$ cat src/rtl/aes_pkg.sv
// Shared AES-128 widths, round-core timing defaults and the sequencer state encoding.
package aes_pkg;

   localparam int AES_BLK_W      = 128;
   localparam int AES_KEY_W      = 128;
   localparam int AES_ROUNDS_128 = 10;

   // Timing of the iterative round core this sequencer fronts
   localparam int AES_CORE_LAT      = 48;
   localparam int AES_LOAD_LAT      = 2;
   localparam int AES_CYC_PER_ROUND = 5;

   typedef enum logic [1:0] {
      ST_IDLE = 2'd0,
      ST_LOAD = 2'd1,
      ST_RUN  = 2'd2,
      ST_HOLD = 2'd3
   } aes_state_e;

endpackage

$ cat src/rtl/aes_round_tracker.sv
// Elapsed-cycle counter and round index for the AES round core.
// Round index is derived from a phase counter that wraps every CYC_PER_ROUND cycles.
module aes_round_tracker
   import aes_pkg::*;
#(
   parameter int ROUNDS        = AES_ROUNDS_128,
   parameter int CORE_LAT      = AES_CORE_LAT,
   parameter int LOAD_LAT      = AES_LOAD_LAT,
   parameter int CYC_PER_ROUND = AES_CYC_PER_ROUND,
   parameter int CNT_W         = $clog2(AES_CORE_LAT + 1)
) (
   input  logic             clk,
   input  logic             rst,
   input  logic             i_start,
   input  logic             i_clear,
   input  logic             i_run,
   output logic [CNT_W-1:0] o_cnt,
   output logic [3:0]       o_round_idx,
   output logic             o_lat_hit
);

   localparam int PH_W = $clog2(CYC_PER_ROUND + 1);

   logic [CNT_W-1:0] r_cnt;
   logic [PH_W-1:0]  r_phase;
   logic [3:0]       r_round_idx;
   logic             w_cnt_at_lat;
   logic [CNT_W-1:0] w_cnt_nxt;

   assign w_cnt_at_lat = (r_cnt == CNT_W'(CORE_LAT));
   assign w_cnt_nxt    = w_cnt_at_lat ? r_cnt : r_cnt + 1'b1;

   // NOTE: state registers use non-blocking assignments so every flop samples pre-edge values.
   always_ff @(posedge clk or posedge rst) begin
      if (rst) begin
         r_cnt       <= '0;
         r_phase     <= '0;
         r_round_idx <= '0;
      end else if (i_clear || i_start) begin
         r_cnt       <= '0;
         r_phase     <= '0;
         r_round_idx <= '0;
      end else if (i_run) begin
         r_cnt <= w_cnt_nxt;
         if (!w_cnt_at_lat && (w_cnt_nxt == CNT_W'(LOAD_LAT))) begin
            r_round_idx <= 4'd1;
            r_phase     <= '0;
         end else if (r_round_idx != 4'd0) begin
            if (r_phase == PH_W'(CYC_PER_ROUND - 1)) begin
               r_phase <= '0;
               if (r_round_idx != 4'(ROUNDS)) begin
                  r_round_idx <= r_round_idx + 4'd1;
               end
            end else begin
               r_phase <= r_phase + 1'b1;
            end
         end
      end
   end

   assign o_cnt       = r_cnt;
   assign o_round_idx = r_round_idx;
   assign o_lat_hit   = w_cnt_at_lat;

endmodule

$ cat src/rtl/aes_round_seq.sv
// Sequencer in front of the iterative AES-128 round core: one block in flight at a time.
// Define AES_ROUND_SEQ_PERF_EN to add the blk_count / stall_cycles performance counters.
module aes_round_seq
   import aes_pkg::*;
#(
   parameter int ROUNDS        = AES_ROUNDS_128,
   parameter int CORE_LAT      = AES_CORE_LAT,
   parameter int LOAD_LAT      = AES_LOAD_LAT,
   parameter int CYC_PER_ROUND = AES_CYC_PER_ROUND
) (
   input  logic                 clk,
   input  logic                 rst,
   input  logic                 in_valid,
   output logic                 in_ready,
   input  logic [AES_KEY_W-1:0] in_key,
   input  logic [AES_BLK_W-1:0] in_plaintext,
   input  logic                 flush,
   output logic                 core_enable,
   output logic [AES_KEY_W-1:0] core_key,
   output logic [AES_BLK_W-1:0] core_plaintext,
   input  logic [AES_BLK_W-1:0] core_ciphertext,
   output logic                 out_valid,
   input  logic                 out_ready,
   output logic [AES_BLK_W-1:0] out_ciphertext,
   output logic                 busy,
   output logic [3:0]           round_idx
`ifdef AES_ROUND_SEQ_PERF_EN
   ,
   output logic [31:0]          blk_count,
   output logic [31:0]          stall_cycles
`endif
);

   localparam int CNT_W = $clog2(CORE_LAT + 1);

   localparam logic [1:0] S_IDLE = ST_IDLE;
   localparam logic [1:0] S_LOAD = ST_LOAD;
   localparam logic [1:0] S_RUN  = ST_RUN;
   localparam logic [1:0] S_HOLD = ST_HOLD;

   if (ROUNDS < 1 || ROUNDS > 15) begin : g_chk_rounds
      $error("aes_round_seq: ROUNDS must be in 1..15");
   end
   if (CORE_LAT <= LOAD_LAT) begin : g_chk_lat
      $error("aes_round_seq: CORE_LAT must exceed LOAD_LAT");
   end

   logic [1:0]           r_state;
   logic [1:0]           w_state_nxt;
   logic                 w_accept;
   logic                 w_done;
   logic                 w_run;
   logic                 w_lat_hit;
   logic [CNT_W-1:0]     w_cnt;
   logic [AES_KEY_W-1:0] r_core_key;
   logic [AES_BLK_W-1:0] r_core_plaintext;
   logic [AES_BLK_W-1:0] r_out_ciphertext;

   assign w_accept = (r_state == S_IDLE) && in_valid && !flush;
   assign w_done   = (r_state == S_HOLD) && out_ready;
   assign w_run    = (r_state == S_LOAD) || (r_state == S_RUN);

   // NOTE: next-state is defaulted first so no path through the block can infer a latch.
   always_comb begin
      w_state_nxt = r_state;
      case (r_state)
         S_IDLE:  if (w_accept) w_state_nxt = S_LOAD;
         S_LOAD:  w_state_nxt = S_RUN;
         S_RUN:   if (w_lat_hit) w_state_nxt = S_HOLD;
         S_HOLD:  if (out_ready) w_state_nxt = S_IDLE;
         default: w_state_nxt = S_IDLE;
      endcase
      if (flush) begin
         w_state_nxt = S_IDLE;
      end
   end

   always_ff @(posedge clk or posedge rst) begin
      if (rst) begin
         r_state <= S_IDLE;
      end else begin
         r_state <= w_state_nxt;
      end
   end

   // NOTE: the wide datapath registers are reset because their zero value is architecturally visible.
   always_ff @(posedge clk or posedge rst) begin
      if (rst) begin
         r_core_key       <= '0;
         r_core_plaintext <= '0;
         r_out_ciphertext <= '0;
      end else begin
         if (w_accept) begin
            r_core_key       <= in_key;
            r_core_plaintext <= in_plaintext;
         end
         if ((r_state == S_RUN) && w_lat_hit && !flush) begin
            r_out_ciphertext <= core_ciphertext;
         end
      end
   end

   aes_round_tracker #(
      .ROUNDS        (ROUNDS),
      .CORE_LAT      (CORE_LAT),
      .LOAD_LAT      (LOAD_LAT),
      .CYC_PER_ROUND (CYC_PER_ROUND),
      .CNT_W         (CNT_W)
   ) u_tracker (
      .clk         (clk),
      .rst         (rst),
      .i_start     (w_accept),
      .i_clear     (flush || w_done),
      .i_run       (w_run),
      .o_cnt       (w_cnt),
      .o_round_idx (round_idx),
      .o_lat_hit   (w_lat_hit)
   );

   // The core expects its enable on the cycle the elapsed count restarts at zero
   a_load_cnt_zero: assert property (@(posedge clk) disable iff (rst)
      (r_state == S_LOAD) |-> (w_cnt == '0));

   assign in_ready       = (r_state == S_IDLE);
   assign core_enable    = (r_state == S_LOAD);
   assign out_valid      = (r_state == S_HOLD);
   assign busy           = (r_state != S_IDLE);
   assign core_key       = r_core_key;
   assign core_plaintext = r_core_plaintext;
   assign out_ciphertext = r_out_ciphertext;

`ifdef AES_ROUND_SEQ_PERF_EN
   logic [31:0] r_blk_count;
   logic [31:0] r_stall_cycles;

   // Flush leaves both counters alone; only a real completion counts as a block
   always_ff @(posedge clk or posedge rst) begin
      if (rst) begin
         r_blk_count    <= '0;
         r_stall_cycles <= '0;
      end else begin
         if (w_done && !flush) begin
            r_blk_count <= r_blk_count + 32'd1;
         end
         if ((r_state == S_HOLD) && !out_ready) begin
            r_stall_cycles <= r_stall_cycles + 32'd1;
         end
      end
   end

   assign blk_count    = r_blk_count;
   assign stall_cycles = r_stall_cycles;
`endif

endmodule

$ cat config.mk
export PLATFORM = sky130hd
export DESIGN_NAME = aes_round_seq
export DESIGN_NICKNAME = d
export VERILOG_FILES = /design/src/rtl/aes_pkg.sv /design/src/rtl/aes_round_tracker.sv /design/src/rtl/aes_round_seq.sv
export SDC_FILE = /design/constraint.sdc
export NUM_CORES = 1
export LEC_CHECK = 0
export CAP_MARGIN = 30
export CORE_AREA = 5 5 299 301
export DETAILED_ROUTE_END_ITERATION = 8
export DIE_AREA = 0 0 304 306
export PLACE_DENSITY = 0.55
export SETUP_SLACK_MARGIN = 0.1
export SYNTH_ARGS = -nofsm -noshare
export SYNTH_HDL_FRONTEND = slang
export SYNTH_SLANG_ARGS = --single-unit
$ cat constraint.sdc
create_clock -name clk -period 14.49 [get_ports clk]
set_input_delay 2.898 -clock clk [delete_from_list [all_inputs] [get_ports clk]]
set_output_delay 2.898 -clock clk [all_outputs]
set_load 0.1 [all_outputs]
==> metrics list, run 1 <==
- The synthesized design contains 0 enable-type register cells.
- Worst slack after detailed placement: 8.098 ns
- Unrepaired setup endpoints after global routing: false
* Signal arrival time at the worst endpoint: 6.33 ns
- In this run, post-CTS hold repair placed 0 buffers.
- The core region is 86350 sq um.
- Count of instances resized after the clock tree is built: 0
- Run status: completed
- Number of antenna-violating nets in the routed design: 0
- Post-route design area: 27910 sq um
* Number of warnings reported in the yosys synthesis log: 0
- The routed design could run at a clock period as short as 5.869 ns.
- Summing every instance area after synthesis gives 16560 sq um.
- Relative to the synthesized area, the layout overhead comes to 68.58%.
- Unique masters post-synth: 46
* Cells after Synth: 935
- Number of ports placed on the die boundary: 781
- Die Ht: 306 um
- After layout, the worst setup slack is 8.621 ns.
- The first detailed-routing pass ran for 4 iterations.
- For flop-to-flop paths, the worst setup slack is 10.74 ns.
- Final Cycle Share: 0.4051
- Cells after DPL: 2866
* Max-capacitance violation count: 0
- The H-tree generated during clock tree synthesis spans 2 levels.
- Number of buffers added for setup after CTS: 0
* Actual transition at the worst max-transition pin: 1.151 ns
- In this run the tightest slew margin relative to its limit is 0.2326.
* Root cell of the clock tree: sky130_fd_sc_hd__clkbuf_16
* Clk buf depth: 3
- CP Class: in2reg
- Leaving out fill and tap cells, the most frequent cell in the layout is sky130_fd_sc_hd__clkdlybuf4s50_1.
- Net count of the finished layout: 2166
- Maximum fanout encountered on the critical timing path: 117
- Placed wire-length estimate: 41.96 mm
- Largest net degree at the start of global routing: 155
* Top FF cell, synth: sky130_fd_sc_hd__dfrtp_1
* Total wire length after detailed routing: 55.75 mm
- DR iter-0 viols: 415
- Clock network latency to the later pin of the worst-skew pair: 0.58 ns
- The number of antenna violations at the first check in global routing is 4.
- Ys async rst share: 1.000
- The congestion estimate from routability-driven global placement came to 0.7979.
- Critical path capture point type: flop
* Number of global-route vias before repair: 12330
- Share of layout cells above drive strength 1: 0.2179
- The average instance in the mapped netlist occupies 17.71 sq um.
- Post-synthesis sequential element count: 399
- Global router's overall resource usage: 0.1141
- Summed over all layers, the global routing overflow is 0.
- For this run, the register share of the synthesized area comes to 0.6031.
- Setup-failing EPs final: 0
- Post-DR vias/cell: 3.727
* Die X: 304 um
* Initial Util: 0.1917
- Fill cell total of the finished layout: 8432
- The first global-routing pass estimated 82.60 mm of wire.
- Worst min path class: reg2reg
* Area used by multi-input combinational logic: 5918 sq um
* Floorplan row count: 108
* Post-layout instance count excluding filler cells: 2957
* Sink Count: 399
- TritonCTS clock tree: yes
- DRC: 0
- Registers take 9985 sq um.
- STA puts the critical path data required time at 14.95 ns.
- The worst setup path is launched from an input pin.
- Via count of the routed design: 11020
- Clock tree synthesis inserted a total of 49 buffers.
- Synth Net Count: 1336
* Final-layout setup total negative slack: 0 ns
- The top cell types in the final layout, fill and taps aside, are sky130_fd_sc_hd__clkdlybuf4s50_1 (780), sky130_fd_sc_hd__dfrtp_1 (399), sky130_fd_sc_hd__mux2_4 (240).
* Max Transition Viols Final: 0
- Detailed-route wire length per cell: 18.85 um
- Clock-pin slew was measured on the worst setup and hold paths at 0.05 ns.
- Port Buffers: 780
* Post-detailed-placement cell area: 26230 sq um
* Hold violation count in the final report: 0
- Highest achievable clock rate: 170.4 MHz
- Die ar.: 93020 sq um
- For the final database, setup skew stands at 0.01646 ns.
critical path: stages:
cell and delay [ns]:
sky130_fd_sc_hd__clkdlybuf4s50_1 0.61, sky130_fd_sc_hd__or3_4 0.59, sky130_fd_sc_hd__buf_4 0.86, sky130_fd_sc_hd__buf_12 0.68, sky130_fd_sc_hd__mux2_4 0.35
synthesized netlist by cell type (2+ instances only):
library cell | instances | area share
sky130_fd_sc_hd__dfrtp_1 | 399 | 0.60
sky130_fd_sc_hd__mux2_4 | 240 | 0.22
sky130_fd_sc_hd__mux2_1 | 120 | 0.082
sky130_fd_sc_hd__mux2_2 | 24 | 0.016
sky130_fd_sc_hd__buf_6 | 20 | 0.014
sky130_fd_sc_hd__ha_1 | 12 | 0.0091
sky130_fd_sc_hd__nor2_1 | 12 | 0.0027
sky130_fd_sc_hd__buf_8 | 11 | 0.010
sky130_fd_sc_hd__nand2_1 | 11 | 0.0025
sky130_fd_sc_hd__buf_12 | 10 | 0.012
sky130_fd_sc_hd__inv_1 | 10 | 0.0023
sky130_fd_sc_hd__o21ai_0 | 7 | 0.0021
sky130_fd_sc_hd__nand3_1 | 5 | 0.0015
sky130_fd_sc_hd__and3_1 | 4 | 0.0015
sky130_fd_sc_hd__mux2i_1 | 4 | 0.0024
sky130_fd_sc_hd__nand4_1 | 4 | 0.0015
sky130_fd_sc_hd__a21oi_1 | 3 | 0.00091
sky130_fd_sc_hd__buf_2 | 3 | 0.00091
sky130_fd_sc_hd__nor3_1 | 3 | 0.00091
sky130_fd_sc_hd__or3_1 | 3 | 0.0011
sky130_fd_sc_hd__a22oi_1 | 2 | 0.00091
sky130_fd_sc_hd__and2_1 | 2 | 0.00076
sky130_fd_sc_hd__o31ai_1 | 2 | 0.00091
sky130_fd_sc_hd__xor2_1 | 2 | 0.0011
path summary, 6_finish.rpt:
kind	start	endpoint	depth (start not counted)
min reg2reg	out_ciphertext[21]	out_ciphertext[21]	1
max	flush	core_key[61]	5
min	out_ciphertext[21]	out_ciphertext[21]	1
max reg2reg	r_state[0]	core_key[61]	7
max in group asynchronous	rst	core_plaintext[33]	3
min in group asynchronous	rst	out_ciphertext[4]	2
flip-flops by register name, indices dropped and copies added, names as in the netlist:
name                   cells
core_key                 128
core_plaintext           128
out_ciphertext           128
u_tracker.o_cnt            6
u_tracker.o_round_idx      4
u_tracker.r_phase          3
r_state                    2
metal layers:
layer / GRT usage / routed length, um / vias to the layer above
met4: 0.03985 / 1625 / 2
met3: 0.03237 / 3417 / 89
li1: - / - / 4955
met5: 0 / 8 / -
met2: 0.2033 / 28770 / 411
met1: 0.1318 / 21930 / 5563
cell type report:
type	count	share of cell area
clock inverter	15	0.005648
inverter	11	0.001748
sequential	399	0.3577
timing repair buffer	825	0.3193
multi-input combinational	479	0.2120
antenna	3	0.0002690
tap	1155	0.05178
clock buffer	70	0.05151
cell families (layout without fill, tap and decap cells):
| logic type | after synthesis | after routing | synth area share |
|---|---|---|---|
| other cells | 0 | 3 | 0 |
| buf+inv | 57 | 921 | 0.03975 |
| xor+xnor | 3 | 3 | 0.001587 |
| mux | 388 | 388 | 0.3180 |
| simple gates | 52 | 52 | 0.01836 |
| fa+ha+maj | 12 | 12 | 0.009069 |
| compound gates | 24 | 24 | 0.01013 |
| flops | 399 | 399 | 0.6031 |
through the flow:
stage / utilization / hold WS [ns]
after floorplan: - / 0.4961
after global placement: 0.2929 / 0.4669
after detailed placement: 0.3037 / 0.4737
after CTS: 0.3222 / 0.4860
after global routing: 0.3232 / 0.4957
final: 0.3232 / 0.4818
Power of run 1 is not shown: default switching activity piles up to over one toggle a cycle in this logic, so the estimate is an artifact.
==> run 2: changes to the inputs <==
clock period = 4.9 ns   (was 14.49 ns; I/O delays follow)
==> run 2 against run 1 <==
Non-clock buffer count is 15 higher. Hold slack worse by 0.00059 ns. Global-route usage is 0.063 points higher. Register-to-register slack worse by 8.4 ns. Die area stayed put. Flip-flop and latch count stayed put. Critical path depth is 1 lower.
==> metrics list, run 2 (synthesis gave the netlist of run 1 again) <==
- Run status: completed (unchanged)
* Number of global-route vias before repair: 12490 (was 12330)
- The max-slew headroom at the worst pin is 0.2906 (was 0.2326).
* Die ar.: 93020 sq um (unchanged)
- Startpoint of the worst hold path: out_ciphertext[102] (was out_ciphertext[21])
- The buffer count from post-CTS setup fixing came to 0 (unchanged).
- Port Buffers: 780 (unchanged)
- The max capacitance violation total is 0 (unchanged).
* WHS Endpoint: out_ciphertext[102] (was out_ciphertext[21])
- The reg-to-reg critical path startpoint is r_state[0] (unchanged).
- The final core area utilization was 0.3242 (was 0.3232).
- Post-DR vias/cell: 3.771 (was 3.727)
- Reg-to-reg endpoint: core_plaintext[72] (was core_key[61])
* Gpl congestion: 0.7937 (was 0.7979)
* Time the worst path needs with I/O delays and setup: 3.602 ns
* Number of ports placed on the die boundary: 781 (unchanged)
- Syn-to-layout area delta: 69.09% (was 68.58%)
* Hold buffer count at cts: 0 (unchanged)
* Setup-failing EPs final: 0 (unchanged)
- Worst clock skew: 0.01427 ns (was 0.01646 ns)
- Clock transition at path regs: 0.06 ns (was 0.05 ns)
- The iteration count of the initial detailed-routing pass was 4 (unchanged).
- Via count of the routed design: 11220 (was 11020)
- The clock network latency to the later pin of the worst-skew pair came to 0.58 ns (about the same).
- First-pass GRT wire length: 83.34 mm (was 82.60 mm)
- Fraction of met2 tracks used by global routing: 0.2054 (was 0.2033)
- Share of layout cells above drive strength 1: 0.2237 (was 0.2179)
- The arrival time reported for the critical path endpoint was 2.62 ns (was 6.33 ns).
- The number of H-tree levels is 2 (unchanged).
- Root cell of the clock tree: sky130_fd_sc_hd__clkbuf_16 (unchanged)
- The highest-utilization routing layer at the global route stage is met2 (unchanged).
- The overall die height came to 306 um (unchanged).
- Actual transition at the worst max-transition pin: 1.061 ns (was 1.151 ns)
* Met3 layer usage reported by global route: 0.03444 (was 0.03237)
- The total grt overflow came to 0 (unchanged).
- The HPWL after detailed placement was 42.93 mm (was 41.96 mm).
- Clk buf depth: 3 (unchanged)
* Inserted Clock Buffers: 48 (was 49)
- Data required time at the worst endpoint: 3.92 ns (was 14.95 ns)
- The number of antenna violations at the first check in global routing was 5 (was 4).
- GR met1 Demand/Resource: 0.1302 (was 0.1318)
- Final Cycle Share: 0.7351
* Die X: 304 um (unchanged)
* Maximum fanout encountered on the critical timing path: 5 (was 117)
* Number of antenna-violating nets in the routed design: 0 (unchanged)
* Fill cell total of the finished layout: 8464 (was 8432)
* Net count of the finished layout: 2180 (was 2166)
* Std-Cell Core Area: 86350 sq um (unchanged)
- CP Class: reg2out (was in2reg)
- TritonCTS clock tree: yes (unchanged)
* Leading cell types in the layout, fill and taps excluded: sky130_fd_sc_hd__clkdlybuf4s50_1 (780), sky130_fd_sc_hd__dfrtp_1 (399), sky130_fd_sc_hd__mux2_4 (240) (unchanged)
- Sink Count: 399 (unchanged)
- Logic depth of the worst register-to-register path: 6 (was 7)
- DRC: 0 (unchanged)
- The worst min-delay path class is reg2reg (unchanged).
- The setup slack of the worst register-to-register path is 2.31 ns (was 10.74 ns).
- The final hold violation count was 0 (unchanged).
* Worst Setup Start Kind: flop (was input pin)
* Detailed-route wire length per cell: 19.00 um (was 18.85 um)
* Unrepaired setup endpoints after global routing: false (unchanged)
- The starting density of the core is 0.1917 (unchanged).
* Total wire length after detailed routing: 56.50 mm (was 55.75 mm)
* Global router's overall resource usage: 0.1147 (was 0.1141)
- The final number of max-transition violations was 0 (unchanged).
* Floorplan row count: 108 (unchanged)
- The number of cells upsized or downsized after cts was 0 (unchanged).
* Critical path capture point type: primary output (was flop)
- The largest net degree at the start of global routing is 93 (was 155).
* DR iter-0 viols: 392 (was 415)
* Highest achievable clock rate: 277.6 MHz
- Hold-critical path depth: 1 (unchanged)
- Most frequent standard cell in the layout excluding fill and tap cells: sky130_fd_sc_hd__clkdlybuf4s50_1 (unchanged)
run 2: cell count changes in the layout (fill, tap and decap cells not counted), sizes merged:
cell      before  now
clkinv        11   12
bufinv         3    4
clkinvlp       0    1
clkbuf        70   68
diode          3    4
buf           45   60
run 2: metrics by stage:
step           setup WS [ns]  instances  TNS (ns)  hold slack (ns)  area (sq um)
2_1_floorplan         -1.452        935   -579.26           0.4961         16560
3_3_place_gp           1.613       2851         0           0.4666         25500
3_5_place_dp           1.534       2882         0           0.4737         26360
4_1_cts                1.214       2968         0           0.4865         27930
5_1_grt                1.167       2974         0           0.4961         27990
6_report               1.298       2974         0           0.4812         27990
run 2: critical path, cell delays in order, from the launching register on:
cell and delay (ns):
sky130_fd_sc_hd__dfrtp_1 0.40, sky130_fd_sc_hd__inv_1 0.08, sky130_fd_sc_hd__ha_1 0.28, sky130_fd_sc_hd__inv_2 0.13, sky130_fd_sc_hd__clkdlybuf4s50_1 1.16
run 2: worst max path at each step:
stage / to / startpoint / cells past startpoint
floorplan: core_key[0] / rst / 1
global placement: core_plaintext[72] / flush / 4
detailed placement: core_plaintext[72] / flush / 4
CTS: busy / r_state[0] / 4
global route: busy / r_state[0] / 4
finish: busy / r_state[0] / 4
run 2: layer usage:
layer  vias to the layer above  routed length [um]
met5                         -                   0
met4                         0                1859
met3                        91                3866
met2                       410               29180
met1                      5720               21600
li1                       4995                   -
run 2: layout make-up:
type	instances	area [sq um]	share of cell area
well taps	1155	1445	0.05162
clock inverters	18	205.2	0.007330
multi-input cells	479	5918	0.2114
clock buffers	68	1368	0.04885
repair buffers	840	9019	0.3222
inverters	11	45.04	0.001609
diodes	4	10.01	0.0003576
flip-flops and latches	399	9985	0.3567
Power of run 2 is left out for the same reason.
==> run 3: changes to the inputs <==
PLACE_DENSITY = 0.54   (was 0.55)
clock period = 3.75 ns   (was 4.9 ns; I/O delays follow)
==> run 3 against run 2 <==
Sequential share of layout area decreased by 0.38 points. Largest cell class unchanged. Final area increased by 1.1%. Register-to-register slack got worse by 0.88 ns. Non-clock buffer count increased by 15. Critical path type unchanged.
==> metrics list, run 3 (synthesis gave the netlist of run 1 again) <==
* Syn-to-layout area delta: 70.89% (was 69.09%)
* Post-detailed-placement cell area: 26730 sq um (was 26360 sq um)
- The delay of the slowest cell on the worst path came to 1.21 ns (was 1.16 ns).
* Total wire length after detailed routing: 56.93 mm (was 56.50 mm)
- Number of antenna-violating nets in the routed design: 0 (unchanged)
- The launch point of the critical path is u_tracker.o_round_idx[2] (was r_state[0]).
- The max-slew headroom at the worst pin is 0.3017 (was 0.2906).
* First-pass detailed-route iteration total: 4 (unchanged)
* Clk buf depth: 3 (unchanged)
- The critical path's top delay family is buffers and inverters (unchanged).
* Inserted Clock Buffers: 47 (was 48)
- Std-Cell Core Area: 86350 sq um (unchanged)
* Post-layout instance count excluding filler cells: 2978 (was 2974)
- DRC: 0 (unchanged)
* Floorplan row count: 108 (unchanged)
- Clock network latency to the later pin of the worst-skew pair: 0.57 ns (was 0.58 ns)
- The via count was 11070 (was 11220).
* Global route overflow: 0 (unchanged)
- The die area was 93020 sq um (unchanged).
- The via density per instance is 3.716 (was 3.771).
- Maximum fanout encountered on the critical timing path: 7 (was 5)
* Most frequent standard cell in the layout excluding fill and tap cells: sky130_fd_sc_hd__clkdlybuf4s50_1 (unchanged)
- Derived from the worst setup path, the maximum achievable clock frequency is 334.8 MHz.
- Number of ports placed on the die boundary: 781 (unchanged)
* Cells after DPL: 2897 (was 2882)
- The HPWL after detailed placement is 44.22 mm (was 42.93 mm).
- Gpl congestion: 0.8009 (was 0.7937)
- The final hold violation count was 0 (unchanged).
* Util after Layout: 0.3277 (was 0.3242)
* Time the worst path needs with I/O delays and setup: 2.987 ns
* Met3 layer usage reported by global route: 0.03134 (was 0.03444)
* Setup-failing EPs final: 0 (unchanged)
- Die X: 304 um (unchanged)
* Number of buffers added for setup after CTS: 0 (unchanged)
- The wire length per cell was 19.12 um (was 19.00 um).
* Actual transition at the worst max-transition pin: 1.044 ns (was 1.061 ns)
- Start of the worst register-to-register path: r_state[0] (unchanged)
- Post-route design area: 28290 sq um (was 27990 sq um)
* Initial Util: 0.1917 (unchanged)
- Final Cycle Share: 0.7965
- The sort of element at the start of the critical path was a flop (unchanged).
- The post-route clock skew was 0.01020 ns (was 0.01427 ns).
* Hold buffer count at cts: 0 (unchanged)
- Net count of the finished layout: 2194 (was 2180)
- GR met1 Demand/Resource: 0.1350 (was 0.1302)
- The clock slew at the register clock pins of the worst setup and hold paths was 0.06 ns (about the same).
- The violation count after the first detailed-route iteration was 328 (was 392).
- Unrepaired setup endpoints after global routing: false (unchanged).
- Run status: completed (unchanged)
* Number of global-route vias before repair: 12370 (was 12490)
* Startpoint of the worst hold path: out_ciphertext[15] (was out_ciphertext[102])
* Leading cell types in the layout, fill and taps excluded: sky130_fd_sc_hd__clkdlybuf4s50_1 (769), sky130_fd_sc_hd__dfrtp_1 (399), sky130_fd_sc_hd__mux2_4 (240) (was sky130_fd_sc_hd__clkdlybuf4s50_1 (780), sky130_fd_sc_hd__dfrtp_1 (399), sky130_fd_sc_hd__mux2_4 (240))
- The worst min-delay path class was reg2reg (unchanged).
* Fill cell total of the finished layout: 8382 (was 8464)
* Antenna violations before repair: 3 (was 5)
- The met2 global-route usage is 0.2129 (was 0.2054).
- The max capacitance violation total is 0 (unchanged).
* Share of layout cells above drive strength 1: 0.2334 (was 0.2237)
- The CTS tree is yes (unchanged).
- The sort of element at the end of the critical path is a primary output (unchanged).
- The highest-utilization routing layer at the global route stage was met2 (unchanged).
- The wire length of the first global-routing pass was 83.74 mm (was 83.34 mm).
- The number of H-tree levels was 2 (unchanged).
- Data required time at the worst endpoint: 3.00 ns (was 3.92 ns)
* Cell with the biggest individual delay on the critical path: sky130_fd_sc_hd__clkdlybuf4s50_1 (unchanged)
- Signal arrival time at the worst endpoint: 2.24 ns (was 2.62 ns)
* Sink Count: 399 (unchanged)
- The overall track demand over capacity in global routing came to 0.1162 (was 0.1147).
* Max Transition Viols Final: 0 (unchanged)
- Port Buffers: 780 (unchanged)
- The overall die height came to 306 um (unchanged).
- The critical setup path kind is reg2out (unchanged).
- The total buffers and inverters traversed by the critical path is 1 (was 3).
- Count of instances resized after the clock tree is built: 0 (unchanged)
- Root cell of the clock tree: sky130_fd_sc_hd__clkbuf_16 (unchanged)
- Largest net degree at the start of global routing: 97 (was 93)
* Cell chain of the critical path: clkdlybuf4s50_1 (was inv_1 > ha_1 > inv_2 > clkdlybuf4s50_1)
[run 3: cell count changes in the layout (fill, tap and decap cells not counted)]
cell,previous run,this run
sky130_fd_sc_hd__clkinv_2,10,9
sky130_fd_sc_hd__buf_12,8,9
sky130_fd_sc_hd__diode_2,4,2
sky130_fd_sc_hd__inv_6,2,0
sky130_fd_sc_hd__clkbuf_1,12,10
sky130_fd_sc_hd__clkbuf_8,7,5
sky130_fd_sc_hd__clkinv_4,2,0
sky130_fd_sc_hd__buf_16,33,47
sky130_fd_sc_hd__clkdlybuf4s50_1,780,769
sky130_fd_sc_hd__buf_4,19,30
[run 3: layout make-up]
class,count,area (sq um),share of cell area
sequential,399,9985,0.3529
clock buffer,64,1333,0.04710
inverter,11,45.04,0.001592
antenna,2,5.005,0.0001769
clock inverter,13,165.2,0.005838
multi-input combinational,479,5918,0.2092
timing repair buffer,855,9397,0.3321
tap,1155,1445,0.05108
[run 3: path summary, 6_finish.rpt]
kind                                            end  slack, ns  cells past startpoint
worst min register to register   out_ciphertext[15]       0.48                      1
worst max register to register          core_key[9]       1.43                      6
min in group asynchronous       core_plaintext[122]       0.59                      2
worst min-delay path             out_ciphertext[15]       0.48                      1
worst max-delay path                   round_idx[2]       0.76                      1
max in group asynchronous        core_plaintext[33]       2.19                      4
[run 3: through the flow]
stage / setup slack (ns) / hold WS (ns) / setup TNS [ns]
2_1_floorplan: -2.372 / 0.4961 / -946.34
3_3_place_gp: 0.9429 / 0.4681 / 0
3_5_place_dp: 0.9152 / 0.4738 / 0
4_1_cts: 0.6989 / 0.4868 / 0
5_1_grt: 0.6500 / 0.4969 / 0
6_report: 0.7633 / 0.4815 / 0
[run 3: worst register-to-register path, cell delays in order, from the launching register on]
cell and delay [ns]:
sky130_fd_sc_hd__dfrtp_1 0.41, sky130_fd_sc_hd__inv_1 0.09, sky130_fd_sc_hd__ha_1 0.27, sky130_fd_sc_hd__inv_2 0.09, sky130_fd_sc_hd__or3_4 0.57, sky130_fd_sc_hd__buf_12 0.30
sky130_fd_sc_hd__mux2_4 0.47
[run 3: metal layers]
layer  up-vias  share of wire
met1      5611           0.39
met5         -              0
met4         0          0.020
met3        68          0.062
met2       377           0.53
li1       5011              -
Power of run 3 is left out for the same reason.
